**src/rtl/fsm_dispatch.sv**
```systemverilog
`default_nettype none
// ============================================================================
//  Module   : fsm_dispatch
//  Purpose  : Routes tagged bytes from the input FIFO to the varint or raw FIFO,
//             stamping each byte with a per-field index. Optional statistics
//             counters are enabled by defining FSM_DISPATCH_STATS_EN.
//  Revision : 1.0 - initial release
// ============================================================================
module fsm_dispatch #(
    parameter int DATA_W  = 8,
    parameter int INDEX_W = 10
) (
    input  logic               clk,
    input  logic               reset_n,
    input  logic               in_fifo_empty,
    input  logic [DATA_W+1:0]  in_fifo_q,
    output logic               in_fifo_pop,
    input  logic               varint_fifo_full,
    output logic               varint_fifo_clr,
    output logic               varint_fifo_push,
    output logic [INDEX_W-1:0] varint_index_d,
    output logic [DATA_W-1:0]  varint_data_d,
    input  logic               raw_data_fifo_full,
    output logic               raw_data_fifo_clr,
    output logic               raw_data_fifo_push,
    output logic [INDEX_W-1:0] raw_data_index_d,
    output logic [DATA_W-1:0]  raw_data_d,
`ifdef FSM_DISPATCH_STATS_EN
    output logic [15:0]        field_count,
    output logic [15:0]        stall_count,
`endif
    output logic               kind_err
);

    typedef enum logic [7:0] {
        ST_INIT       = 8'b0000_0001,
        ST_WAIT_DATA  = 8'b0000_0010,
        ST_V_PUSH     = 8'b0000_0100,
        ST_V_PUSH_INC = 8'b0000_1000,
        ST_R_PUSH     = 8'b0001_0000,
        ST_R_PUSH_INC = 8'b0010_0000,
        ST_DST_FULL   = 8'b0100_0000,
        ST_ERR        = 8'b1000_0000
    } state_t;

    state_t               state_q, state_d;
    logic [INDEX_W-1:0]   index_q, index_d;
    logic                 field_open_q, field_open_d;
    logic                 cur_kind_q, cur_kind_d;

    logic                 w_kind;
    logic                 w_end;
    logic [DATA_W-1:0]    w_data;
    logic                 w_dst_full;
    state_t               w_push_state;
    logic                 w_pop;
    logic                 w_vpush;
    logic                 w_rpush;
    logic                 w_clr;
    logic                 w_kerr;

    assign w_kind     = in_fifo_q[DATA_W+1];
    assign w_end      = in_fifo_q[DATA_W];
    assign w_data     = in_fifo_q[DATA_W-1:0];
    assign w_dst_full = w_kind ? raw_data_fifo_full : varint_fifo_full;

    always_comb begin
        w_push_state = ST_V_PUSH;
        case ({w_kind, w_end})
            2'b00:   w_push_state = ST_V_PUSH;
            2'b01:   w_push_state = ST_V_PUSH_INC;
            2'b10:   w_push_state = ST_R_PUSH;
            default: w_push_state = ST_R_PUSH_INC;
        endcase
    end

    always_comb begin
        state_d      = state_q;
        index_d      = index_q;
        field_open_d = field_open_q;
        cur_kind_d   = cur_kind_q;
        w_pop        = 1'b0;
        w_vpush      = 1'b0;
        w_rpush      = 1'b0;
        w_clr        = 1'b0;
        w_kerr       = 1'b0;
        case (state_q)
            ST_INIT: begin
                w_clr        = 1'b1;
                index_d      = '0;
                field_open_d = 1'b0;
                cur_kind_d   = 1'b0;
                state_d      = ST_WAIT_DATA;
            end
            ST_WAIT_DATA: begin
                if (!in_fifo_empty) begin
                    // A kind change inside an open field wins over back-pressure.
                    if (field_open_q && (w_kind != cur_kind_q)) begin
                        state_d = ST_ERR;
                    end else if (w_dst_full) begin
                        state_d = ST_DST_FULL;
                    end else begin
                        state_d = w_push_state;
                    end
                end
            end
            ST_V_PUSH, ST_V_PUSH_INC, ST_R_PUSH, ST_R_PUSH_INC: begin
                w_vpush      = (state_q == ST_V_PUSH) || (state_q == ST_V_PUSH_INC);
                w_rpush      = (state_q == ST_R_PUSH) || (state_q == ST_R_PUSH_INC);
                w_pop        = 1'b1;
                field_open_d = ~w_end;
                cur_kind_d   = w_kind;
                if ((state_q == ST_V_PUSH_INC) || (state_q == ST_R_PUSH_INC)) begin
                    index_d = index_q + INDEX_W'(1);
                end
                state_d = ST_WAIT_DATA;
            end
            ST_DST_FULL: begin
                // The held byte selects which FIFO we are waiting on.
                if (!w_dst_full) begin
                    state_d = w_push_state;
                end
            end
            ST_ERR: begin
                w_kerr  = 1'b1;
                state_d = ST_INIT;
            end
            default: begin
                state_d = ST_INIT;
            end
        endcase
    end

    always_ff @(posedge clk or negedge reset_n) begin
        if (!reset_n) begin
            state_q      <= ST_INIT;
            index_q      <= '0;
            field_open_q <= 1'b0;
            cur_kind_q   <= 1'b0;
        end else begin
            state_q      <= state_d;
            index_q      <= index_d;
            field_open_q <= field_open_d;
            cur_kind_q   <= cur_kind_d;
        end
    end

    // Outputs are forced low while reset is held so INIT does not clear early.
    assign in_fifo_pop        = w_pop   & reset_n;
    assign varint_fifo_push   = w_vpush & reset_n;
    assign raw_data_fifo_push = w_rpush & reset_n;
    assign varint_fifo_clr    = w_clr   & reset_n;
    assign raw_data_fifo_clr  = w_clr   & reset_n;
    assign kind_err           = w_kerr  & reset_n;
    assign varint_index_d     = varint_fifo_push   ? index_q : '0;
    assign varint_data_d      = varint_fifo_push   ? w_data  : '0;
    assign raw_data_index_d   = raw_data_fifo_push ? index_q : '0;
    assign raw_data_d         = raw_data_fifo_push ? w_data  : '0;

`ifdef FSM_DISPATCH_STATS_EN
    logic [15:0] field_count_q, field_count_d;
    logic [15:0] stall_count_q, stall_count_d;

    always_comb begin
        field_count_d = field_count_q;
        stall_count_d = stall_count_q;
        if (state_q == ST_INIT) begin
            field_count_d = '0;
            stall_count_d = '0;
        end else begin
            if (((state_q == ST_V_PUSH_INC) || (state_q == ST_R_PUSH_INC))
                && (field_count_q != 16'hFFFF)) begin
                field_count_d = field_count_q + 16'd1;
            end
            if ((state_q == ST_DST_FULL) && (stall_count_q != 16'hFFFF)) begin
                stall_count_d = stall_count_q + 16'd1;
            end
        end
    end

    always_ff @(posedge clk or negedge reset_n) begin
        if (!reset_n) begin
            field_count_q <= '0;
            stall_count_q <= '0;
        end else begin
            field_count_q <= field_count_d;
            stall_count_q <= stall_count_d;
        end
    end

    assign field_count = field_count_q;
    assign stall_count = stall_count_q;
`else
`endif

endmodule
`default_nettype wire

```
**config.mk**
```make
export PLATFORM = sky130hd
export DESIGN_NAME = fsm_dispatch
export DESIGN_NICKNAME = d
export VERILOG_FILES = /design/src/rtl/fsm_dispatch.sv
export SDC_FILE = /design/constraint.sdc
export NUM_CORES = 1
export LEC_CHECK = 0
export CELL_PAD_IN_SITES_DETAIL_PLACEMENT = 1
export CELL_PAD_IN_SITES_GLOBAL_PLACEMENT = 1
export CORE_ASPECT_RATIO = 0.5
export CORE_MARGIN = 2
export CORE_UTILIZATION = 30
export DETAILED_ROUTE_END_ITERATION = 12
export PLACE_DENSITY = 0.77
export SLEW_MARGIN = 20
export SYNTH_ARGS = -nofsm -noshare
export SYNTH_HDL_FRONTEND = slang
export SYNTH_SLANG_ARGS = --single-unit
```
**constraint.sdc**
```tcl
create_clock -name clk -period 2.3 [get_ports clk]
set_input_delay 0.46 -clock clk [delete_from_list [all_inputs] [get_ports clk]]
set_output_delay 0.46 -clock clk [all_outputs]
set_load 0.005 [all_outputs]
```
---- Word-level counts from Yosys, hierarchy flattened ----
Index checks and enable logic that the tools add are counted.
storage, ports and cells
  input port bits ......................... 15
  logic and storage cells ................. 55
  register bits after elaboration ......... 20
  output and inout port bits .............. 42
operators by class
  equal/unequal tests ..................... 14
  add/subtract/negate cells ............... 1
  muxes and demuxes ....................... 20
  bitwise operators ....................... 6
  reductions and logical operators ........ 10
operators with widths
  operator                                        count
  two-way mux 8 bit                               6
  two-way mux 10 bit                              3
  case mux 8 bit (3 select lines)                 1
  case mux 10 bit (2 select lines)                1
  case mux 6 bit (3 select lines)                 1
  adder 10 x 1 -> 10 bit (second input constant)  1
  == test 8 x 1 -> 1 bit (second input constant)  1
  == test 8 x 2 -> 1 bit (second input constant)  1
  == test 8 x 3 -> 1 bit (second input constant)  1
  == test 8 x 4 -> 1 bit (second input constant)  1
  == test 8 x 5 -> 1 bit (second input constant)  1
  == test 8 x 6 -> 1 bit (second input constant)  1
  == test 8 x 7 -> 1 bit (second input constant)  1
  == test 8 bit (second input constant)           1
  two-way mux 1 bit                               6
  inequality test 2 bit (second input constant)   3
  AND 1 bit                                       5
  OR reduction 5 bit                              1
  case mux 1 bit (2 select lines)                 2
  AND reduction 2 bit                             2
  OR reduction 4 bit                              1
  logical OR 1 bit                                3
  == test 2 x 1 -> 1 bit (second input constant)  1
  == test 2 bit (second input constant)           1
  5 further kinds                                 5

---- Depth between registers and ports, before layout ----
  depth in word-level cells ............... 6
  depth in mapped cells ................... 6
  gate-level depth less buffers ........... 4

---- Worst setup path before layout ----
Ideal clock, no wire load.
  path kind ............................... register to output
  start point ............................. register state_q[1]
  end point ............................... output raw_data_d[0]
  data required time ...................... 1.840 ns
  setup slack ............................. 0.357 ns
  cell stages (with the launch flop) ...... 6
  arrival time ............................ 1.483 ns
  path buffers ............................ 2
  cell sequence ........................... dfrtp_1 -> buf_6 -> nor4_4 -> and4_1 -> clkbuf_1 -> and2_1
on the way
  longest elaborated chain between the ends .. 5
  elaborated cells on any way between the ends .. 9
  those cells by class .................... eq/ne (4); mux (2); bitwise (1); reduce/logical (2)
RTL lines
  element                                                        RTL line  RTL
  from (decl)                                                    46        state_t state_q, state_d;
  from (signal assigned)                                         141       state_q <= state_d;
  == test 8 x 3 -> 1 bit (tied with other cells)                 87        case (state_q)
  OR reduction 4 bit / logical OR 1 bit (equally long branches)  -
  two-way mux 1 bit (*)                                          87
  AND 1 bit (*)                                                  151       assign raw_data_fifo_push = w_rpush & reset_n;
  net raw_data_fifo_push                                         25        output logic raw_data_fifo_push,
  two-way mux 8 bit (*)                                          158       assign raw_data_d = raw_data_fifo_push ? w_data : '0;
  to (decl)                                                      27        output logic [DATA_W-1:0] raw_data_d,
Mark *: on every way through the listed nets, which the timed path passes. The rest lies on a longest branch.

---- Worst setup path after layout ----
  start point ............................. register state_q[7]
  end point ............................... output raw_data_d[2]
on the way
  longest elaborated chain between the ends .. 5
  elaborated cells on any way between the ends .. 9
  those cells by class .................... eq/ne (4); mux (2); bitwise (1); reduce/logical (2)
RTL lines
  element                                                        RTL line
  == test 8 x 3 -> 1 bit (tied with other cells)                 87
  OR reduction 4 bit / logical OR 1 bit (equally long branches)  -
  two-way mux 1 bit (*)                                          87
  AND 1 bit (*)                                                  151
  two-way mux 8 bit (*)                                          158
Every way passes the cells marked *; elsewhere a longest branch is shown, timed or not.

==> results by group <==
Floorplan
  – Number of placement rows: 17
  – Io pins: 57
  – Floorplan die area: 0.00508 mm²
  – Std-Cell Core Area: 0.00436 mm²
  – Initial core utilization: 30.9%
  – Die H: 51.4 µm
  – Die width: 98.8 µm

Place
  – HPWL reported at the end of detailed placement: 3090 µm
  – Placed instance area: 0.00203 mm²
  – Cell total after placement: 271
  – Routability congestion estimate: 0.870
  – Pre-CTS setup slack: -211 ps
  – Number of buffer cells added on primary ports: 56

Synth
  – Synth Area per Inst: 8.69 µm²
  – Post-Synthesis Cell Area: 0.00135 mm²
  – Number of synthesized register bits: 20
  – Compound-gate portion of the synthesized area: 10.6%
  – Seq/Total Area, Yosys: 37.2%
  – Number of enable flip-flop cells after synthesis: 0
  – Top_reg_cell synth: sky130_fd_sc_hd__dfrtp_1
  – Share of synthesized area spent on multiplexers: 2.23%
  – Warnings, synthesis: 0
  – Arithmetic-cell share of the synthesized area counting full adders, half adders and majority gates: 0.929%
  – Simple-gate share of the synthesized area: 40.9%
  – Number of cells produced by synthesis: 155
  – Post-Syn Nets: 171
  – Share of synthesized flip-flops with an asynchronous set or reset: 100%
  – Fraction of synthesized cell area in xor and xnor cells: 3.90%
  – Number of unique standard cell types used by synthesis: 36
  – Dominant combinational cell family by area after synthesis: simple AND/OR/NAND/NOR gates

Route
  – Average routed wire per standard cell: 15.6 µm
  – Wire length on met1: 1990 µm
  – Count of antenna-violating nets left after detailed routing: 0
  – Post-route DRC violation count: 0
  – WL met3: 81 µm
  – Detailed-routing iteration count for the pre-antenna-repair pass: 4
  – Number of DRC markers in iteration 0: 79
  – Metal2 WL: 2310 µm
  – Highest metal layer used by the detailed router: met4
  – Via density per instance: 4.95
  – Number of vias after detailed routing: 1401
  – Routed wire length: 4410 µm

Timing
  – Number of endpoints with negative hold slack in the final report: 0
  – Max_slew headroom: 61.9%
  – Final-layout worst hold slack: 335 ps
  – Final setup violation count: 0
  – Fin worst setup slack: 49.0 ps
  – Period minus WS final: 2250 ps
  – Final max-slew violation count: 0
  – Pin slew with the least headroom to its limit: 572 ps
  – Fin Setup TNS: 0 ps
  – Fin crit share: 97.9%
  – Post-Route Skew: 3.70 ps
  – Max Freq: 444 MHz

Critical path
  – Largest delay contributor family on the critical path: simple AND/OR/NAND/NOR gates
  – Worst Setup Start Kind: flip-flop
  – Critical path required time: 1840 ps
  – Cell count along the critical path: 5
  – Category of the worst setup path capture point: output port
  – Beginning of the worst register-to-register path: state_q[7]
  – Largest incremental delay on the critical path: 470 ps
  – Depth of the worst register-to-register path: 6
  – Crit path launch: state_q[7]
  – Critical-path cell with the highest stage delay: sky130_fd_sc_hd__dfrtp_1
  – Data arrival time of the critical path: 1790 ps
  – Critical path cell sequence: nor4_4 -> and4_4 -> buf_12 -> and2_1 -> dlygate4sd2_1
  – Bufs and invs on worst path: 2
  – Top fanout value on the critical path: 20
  – Worst Path Class, Setup: flip-flop to output port

Finish
  – Layout Nets: 243
  – Top library cells by usage in the layout, fill and taps aside: sky130_fd_sc_hd__and2_1 (38), sky130_fd_sc_hd__dlygate4sd2_1 (31), sky130_fd_sc_hd__dfrtp_1 (14), sky130_fd_sc_hd__clkdlybuf4s50_1 (13), sky130_fd_sc_hd__buf_4 (13)
  – Most common cell after layout, fill and taps aside: sky130_fd_sc_hd__and2_1
  – Antenna cell count: 0
  – Final cell count without fillers: 283
  – Fraction of layout instances using a drive strength above 1: 20.8%
  – Final design utilization: 51.2%
  – Post-route cell area: 0.00223 mm²
  – Area growth from synthesis to layout: 65.7%

Power and ir drop
  – Pwr Total: 1.33 mW
  – Leak pwr: 1.10 nW
  – Cell area power density: 596 mW/mm²
  – Worst ir drop on vdd: 0.000329 V

CTS
  – Cell at the root of the clock tree: sky130_fd_sc_hd__clkbuf_8
  – Bufs on Longest Clock Path: 2
  – Clock-pin slew on the worst setup and hold paths: 80 ps
  – Number of buffers created by CTS: 3
  – Count of clock tree sinks: 20
  – CTS HTree Levels: 1
  – CTS hold repair buffers: 0
  – Clock latency at the later pin of the worst-skew pair: 260 ps
  – Clock tree from TritonCTS: built

Global routing
  – Vias in the first global route: 1441
  – Global-route wire length before repair: 7240 µm
  – Antenna violations before repair: 0
  – GRT Overall Usage: 18.0%
  – Aggregate global routing overflow: 0
  – Largest net degree at the start of global routing: 21

Outcome
  – Outcome: finished clean

Min path
  – Hold WC Path Type: input pin to async pin

Job
  – Max-Cap Viols: 0
path summary, 6_finish.rpt:
check	end	slack (ps)
hold / removal	index_q[7]	330
max in group asynchronous	state_q[0]	1710
setup reg to reg	index_q[6]	230
setup / recovery	raw_data_d[2]	50
hold reg to reg	state_q[7]	560
min in group clk	state_q[7]	560
area by class of cell:
class | count | area [µm²]
clock buffers | 3 | 41.3
clock inverters | 1 | 30.0
fillers | 516 | 2130
inverters | 4 | 15.0
multi-input cells | 123 | 875
flip-flops and latches | 20 | 508
well taps | 57 | 71.3
repair buffers | 75 | 693
power breakdown:
group	switching, mW	leakage [nW]	internal (mW)
Clock	0.127	0.0357	0.233
Combinational	0.275	0.802	0.268
Sequential	0.0392	0.266	0.390
routing by layer:
layer	global-route usage [%]	vias up
met3	2.74	4
li1	-	686
met2	33.2	15
met4	3.42	0
met5	0	-
met1	22.7	696
cell families after synthesis:
family,Yosys count
adders and majority gates,1
DFF,20
AOI/OAI and AO/OA,21
and+or+nand+nor,92
muxes,3
xor gates and xnor gates,6
buffers and inverters,12
state kept, by name, summed over array words and instances, names as in the netlist:
register      flops
cur_kind_q        1
field_open_q      1
index_q          10
state_q           8
synthesized netlist by cell type, types with 3 or more instances:
library cell / n / area [µm²]
sky130_fd_sc_hd__and2_1: 38 / 238
sky130_fd_sc_hd__dfrtp_1: 19 / 475
sky130_fd_sc_hd__nand2_1: 11 / 41.3
sky130_fd_sc_hd__nor2_1: 10 / 37.5
sky130_fd_sc_hd__nand3_1: 9 / 45.0
sky130_fd_sc_hd__clkbuf_1: 6 / 22.5
sky130_fd_sc_hd__o21ai_0: 6 / 30.0
sky130_fd_sc_hd__xor2_1: 6 / 52.6
sky130_fd_sc_hd__a21oi_1: 5 / 25.0
sky130_fd_sc_hd__inv_1: 4 / 15.0
sky130_fd_sc_hd__mux2i_1: 3 / 30.0
sky130_fd_sc_hd__nor4_1: 3 / 18.8
sky130_fd_sc_hd__nor4b_1: 3 / 26.3
sky130_fd_sc_hd__o311ai_0: 3 / 26.3
repair_timing:
item | 4_1_cts | 5_1_grt
setup endpoints to repair | 42 | 22
hold endpoints to repair | 0 | 0
gates resized for setup | 63 | 20
setup buffers | 6 | 1
pin swaps | 3 | 4
gates cloned | 1 | 0
Note: power is estimated with default switching activity, not from simulation.
